`src/rtl/mac_accum.sv`:
```
// Streaming signed multiply-accumulate: one biased, saturated sum per operand vector.
// Product register (stage 1) feeds a wrapping accumulator (stage 2); results are held until accepted.
module mac_accum #(
  parameter int IN_W  = 8,
  parameter int ACC_W = 40,
  parameter int OUT_W = 32
) (
  input  logic                    clk,
  input  logic                    rst_n,
  input  logic signed [OUT_W-1:0] bias,
  input  logic                    in_valid,
  output logic                    in_ready,
  input  logic signed [IN_W-1:0]  in_a,
  input  logic signed [IN_W-1:0]  in_b,
  input  logic                    in_last,
  output logic                    out_valid,
  input  logic                    out_ready,
  output logic signed [OUT_W-1:0] out_data,
  output logic                    out_sat,
  output logic [15:0]             out_count
);

  typedef enum logic [1:0] {IDLE, ACC, FLUSH, OUT} state_t;

  state_t                    state_q, state_d;
  logic signed [2*IN_W-1:0]  prod_p1_q;
  logic                      vld_p1_q, last_p1_q;
  logic signed [ACC_W-1:0]   acc_q, acc_d;
  logic [15:0]               cnt_q, cnt_d;
  logic                      out_valid_q, out_valid_d;
  logic signed [OUT_W-1:0]   out_data_q, out_data_d;
  logic                      out_sat_q, out_sat_d;
  logic [15:0]               out_count_q, out_count_d;
  logic                      accept;

  // Clamp to the OUT_W range; returns {saturated, value}.
  function automatic logic [OUT_W:0] sat_acc(input logic signed [ACC_W-1:0] a);
    logic [ACC_W-OUT_W:0]    top;
    logic signed [OUT_W-1:0] v;
    logic                    s;
    top = a[ACC_W-1:OUT_W-1];
    s   = !((&top) || !(|top));
    v   = a[OUT_W-1:0];
    if (s) v = a[ACC_W-1] ? {1'b1, {(OUT_W-1){1'b0}}} : {1'b0, {(OUT_W-1){1'b1}}};
    return {s, v};
  endfunction

  assign in_ready = rst_n && (state_q == IDLE || state_q == ACC);
  assign accept   = in_valid && in_ready;

  // Stage 1: operand product
  always_ff @(posedge clk) begin
    if (accept) prod_p1_q <= in_a * in_b;
  end

  // Stage 2: accumulate, sequence vector, present result
  always_comb begin
    state_d     = state_q;
    acc_d       = acc_q;
    cnt_d       = cnt_q;
    out_valid_d = out_valid_q;
    out_data_d  = out_data_q;
    out_sat_d   = out_sat_q;
    out_count_d = out_count_q;
    if (vld_p1_q) acc_d = acc_q + ACC_W'(prod_p1_q);
    case (state_q)
      IDLE: begin
        if (accept) begin
          acc_d   = ACC_W'(bias);
          cnt_d   = 16'd1;
          state_d = in_last ? FLUSH : ACC;
        end
      end
      ACC: begin
        if (accept) begin
          if (cnt_q != 16'hFFFF) cnt_d = cnt_q + 16'd1;
          if (in_last) state_d = FLUSH;
        end
      end
      FLUSH: begin
        if (vld_p1_q && last_p1_q) state_d = OUT;
      end
      OUT: begin
        if (!out_valid_q) begin
          {out_sat_d, out_data_d} = sat_acc(acc_q);
          out_count_d = cnt_q;
          out_valid_d = 1'b1;
        end else if (out_ready) begin
          out_valid_d = 1'b0;
          acc_d       = '0;
          cnt_d       = '0;
          state_d     = IDLE;
        end
      end
      default: state_d = IDLE;
    endcase
  end

  always_ff @(posedge clk) begin
    if (!rst_n) begin
      state_q     <= IDLE;
      acc_q       <= '0;
      cnt_q       <= '0;
      vld_p1_q    <= 1'b0;
      last_p1_q   <= 1'b0;
      out_valid_q <= 1'b0;
      out_data_q  <= '0;
      out_sat_q   <= 1'b0;
      out_count_q <= '0;
    end else begin
      state_q     <= state_d;
      acc_q       <= acc_d;
      cnt_q       <= cnt_d;
      vld_p1_q    <= accept;
      last_p1_q   <= accept && in_last;
      out_valid_q <= out_valid_d;
      out_data_q  <= out_data_d;
      out_sat_q   <= out_sat_d;
      out_count_q <= out_count_d;
    end
  end

  assign out_valid = out_valid_q;
  assign out_data  = out_data_q;
  assign out_sat   = out_sat_q;
  assign out_count = out_count_q;

endmodule

```
`config.mk`:
```
export PLATFORM = sky130hd
export DESIGN_NAME = mac_accum
export DESIGN_NICKNAME = d
export VERILOG_FILES = /design/src/rtl/mac_accum.sv
export SDC_FILE = /design/constraint.sdc
export NUM_CORES = 1
export LEC_CHECK = 0
export CAP_MARGIN = 30
export CORE_MARGIN = 8
export CORE_UTILIZATION = 45
export CTS_CLUSTER_SIZE = 40
export DETAILED_ROUTE_END_ITERATION = 10
export DONT_BUFFER_PORTS = 1
export PLACE_DENSITY = 0.69
export SLEW_MARGIN = 5
export SYNTH_ARGS = -nofsm -noshare
export SYNTH_HDL_FRONTEND = slang
export SYNTH_SLANG_ARGS = --single-unit
```
`constraint.sdc`:
```
create_clock -name clk -period 5.6 [get_ports clk]
set_clock_uncertainty 0.15 [all_clocks]
set_input_delay 1.12 -clock clk [delete_from_list [all_inputs] [get_ports clk]]
set_output_delay 1.12 -clock clk [all_outputs]
set_load 0.02 [all_outputs]
```
==> qor.txt <==
Hold path start: cnt_q[5]
Largest net degree at the start of global routing: 59
Register area share after synthesis: 27.6%
Post-CTS resize count: 0
Finished Layout Cells: 1426
1st-iter DRT viols: 430
Area of the multi-input gates: 6480 µm²
Sequential share of power: 24.3%
Number of antenna diodes: 0
CTS buffer count: 17
R2R cell count: 11
R2r setup slk: 2140 ps
RSZ-0062 raised after global routing: false
Max Clk Rate: 0.195 GHz
Post-CTS Setup Inserts: 0
Register area: 2680 µm²
CP Launch Point: in_a[3]
Cells after Synth: 1156
Final wirelength: 24200 µm
CP startpoint kind: input pin
Slew HR: 40.3%
Row Count: 54
Sw Pwr: 0.00258 W
Final setup vio count: 0
Worst flop-to-flop path endpoint: acc_q[37]
Vias in the first global route: 7791
CP top delay family: adder cells
1st-pass router iterations: 5
Residual DRC count: 0
Die area: 26600 µm²
Hold path endpoint: out_count[5]
Pwr Total: 0.00573 W
Clock sinks: 126
Dpl hpwl: 18500 µm
Yosys warns: 0
Post-CTS Hold Buffers: 0
CTS root buffer: clkbuf_16
GRT Util Overall: 18.3%
GP Congestion: 0.896
Worst-margin pin slew: 892 ps
Int Pwr: 0.00314 W
Comb power frac: 57.1%
Asr flop ratio synth: 0%
Setup crit end kind: register
CP max-delay cell: fa_1
Maximum vdd drop: 0.274 mV
Placed cell count: 1394
Worst path max stage delay: 540 ps
Hold path cells: 2
Post-Syn Nets: 1338
Setup TNS: 0 ps
Ratio of cells with drive above 1 in the final layout: 5.15%
Crit path time final: 5140 ps
Die height: 163 µm
Initial Utilization: 45.1%
Drt wl/cell: 17.0 µm
Ys flop type: dfxtp_1
Critical path fanouts, max: 8
# IOs: 104
Leak Pwr: 4.36 nW
Initial antenna violation count: 0
WP buf/inv: 5
Final Slew Violations: 0
EDFF count, synth: 16
Status: finished clean
Post-route ant nets: 0
Final-report hold violation count: 0
Vias per cell: 5.57
Die X-Extent: 163 µm
Reg-to-Reg Start: prod_p1_q[15]
NumNets Final: 1316
Sw frac: 45.1%
Avg Cell Area, Syn: 8.42 µm²
Area grow syn2layout: 8.67%
Maximum clock path buffer count: 2
Required @ worst endpoint: 5600 ps
Mapped cell area: 9730 µm²
Tightest hold margin: 336 ps
Fillers: 2052
Via count: 7944
Synth unique cells: 64
PD cells: 541 nW/µm²
Clock Pin Slew Worst Setup and Hold Paths: 50 ps
Yosys reg bits: 126
Skew-Pair Late Insertion Delay: 420 ps
Min-Delay Path Class: register to register
First-pass GRT wire length: 39500 µm
Crit Path Class: input pin to register
Arrival time worst endpoint: 5140 ps
Cell area after layout: 10600 µm²
Core region area: 21600 µm²
Crit-path cells: and2_1, fa_1, inv_1, fa_1, inv_1, fa_1, inv_1, fa_1, inv_1, ha_1, inv_1, o21bai_1, a21oi_1, nor2b_1, o2111ai_1, nand3_1, o41ai_1, xnor2_1
Grt ovf: 0
Max H-tree Level: 4
CTS tree: yes
Clock power share: 18.6%
Maxcap violations: 0
Critical path's most frequent cell: inv_1
Period utilization: 91.8%
Dpl cell area: 9990 µm²
IO Port Bufs: 0
-- placed cells by master (no fill, tap or decap), types with 4 or more instances in the layout --
master	instances
buf_4	9
xor2_1	28
nand3_1	30
a221oi_1	6
o21a_1	9
nand4_1	8
ha_1	73
edfxtp_1	16
a211oi_1	21
a211o_1	6
o21bai_1	11
nand2_1	140
a31oi_1	13
o21ai_1	5
o211ai_1	35
nor2b_1	9
xnor2_1	33
and4_1	6
clkbuf_16	17
nor2_1	76
a21oi_1	120
a21o_1	20
and2_1	43
nor3_1	17
and3_1	8
dfxtp_1	109
inv_1	103
o21ai_0	22
mux2i_1	23
fa_1	56
nand2b_1	4
-- cells by family after synthesis --
group / synth area share, %
AND/OR/NAND/NOR: 16.9
AO/OA/AOI/OAI: 20.4
buffers and inverters: 6.08
adder cells (fa/ha/maj): 20.9
flip-flops: 27.6
XOR/XNOR: 5.49
multiplexers: 2.60
-- cells in the mapped netlist (all sizes together) (3+ instances only) --
cell	instances	area share [%]
buf	6	0.30
or2	3	0.22
a211o	6	0.54
a41o	3	0.31
nand2b	5	0.32
xor2	28	2.5
o21a	9	0.69
nand3	30	1.5
a31oi	15	1.1
nor2	76	2.9
o21bai	11	0.85
a21oi	123	6.4
o21ai	28	1.5
nor3	17	0.87
nor2b	11	0.71
and3	8	0.51
edfxtp	16	4.9
xnor2	33	3.0
o211ai	36	2.8
nand4	8	0.51
nand2	140	5.4
a311oi	3	0.33
a21o	20	1.5
ha	73	9.4
a221oi	7	0.69
mux2i	23	2.4
a211oi	23	1.8
fa	56	12
and4	6	0.54
clkbuf	46	1.8
inv	104	4.0
and2	43	2.8
dfxtp	110	23
-- registers in the layout (all words and copies together), names as in the netlist --
signal / count
acc_q: 40
out_data: 32
out_sat: 1
cnt_q: 16
out_valid: 1
prod_p1_q: 16
out_count: 16
state_q: 2
vld_p1_q: 1
last_p1_q: 1
-- per-stage QoR --
step / util [%] / worst slack (ps)
floorplan: - / 332
global placement: 46.2 / 171
detailed placement: 46.3 / 47.2
CTS: 49.0 / 484
global route: 49.1 / 283
finish: 49.1 / 461
-- per-layer routing --
layer	vias to the layer above	track usage, %	routed length (µm)
met5	-	0	0
met4	0	6.80	619
met3	40	4.01	1480
met2	198	30.9	11500
met1	3740	22.5	10600
li1	3966	-	-
-- worst register-to-register path: cells and delay by family, from the launching register on --
family                   cells  cell delay (ps)
AO/OA/AOI/OAI                7             1570
adder cells (fa/ha/maj)      1              470
buffers and inverters        1              250
flip-flops                   1              350
multiplexers                 1              360
AND/OR/NAND/NOR              1              240
-- power by group through the flow --
stage	registers [W]	logic [W]	clock network, W
6_report	0.00139	0.00327	0.00107
5_1_grt	0.00141	0.00369	0.00113
3_5_place_dp	0.00141	0.00325	0
3_3_place_gp	0.00140	0.00318	0
4_1_cts	0.00139	0.00327	0.00109
2_1_floorplan	0.00135	0.00259	0
-- worst max-delay path by stage --
stage / endpoint / slack (ps) / cells after the start
after floorplan: prod_p1_q[15] / 330 / 18
after global placement: prod_p1_q[15] / 170 / 17
after detailed placement: prod_p1_q[15] / 50 / 18
after CTS: prod_p1_q[15] / 480 / 18
after global routing: prod_p1_q[15] / 280 / 17
final: prod_p1_q[15] / 460 / 18
-- area by class of cell --
type                            instances  share of cell area [%]
Inverter                              104                    3.69
Sequential cell                       126                    25.4
Clock buffer                           21                    4.26
Multi-Input combinational cell        874                    61.3
Tap cell                              280                    3.31
Clock inverter                         10                    1.10
Timing Repair Buffer                   11                   0.970
Note: power is estimated with default switching activity, not from simulation.
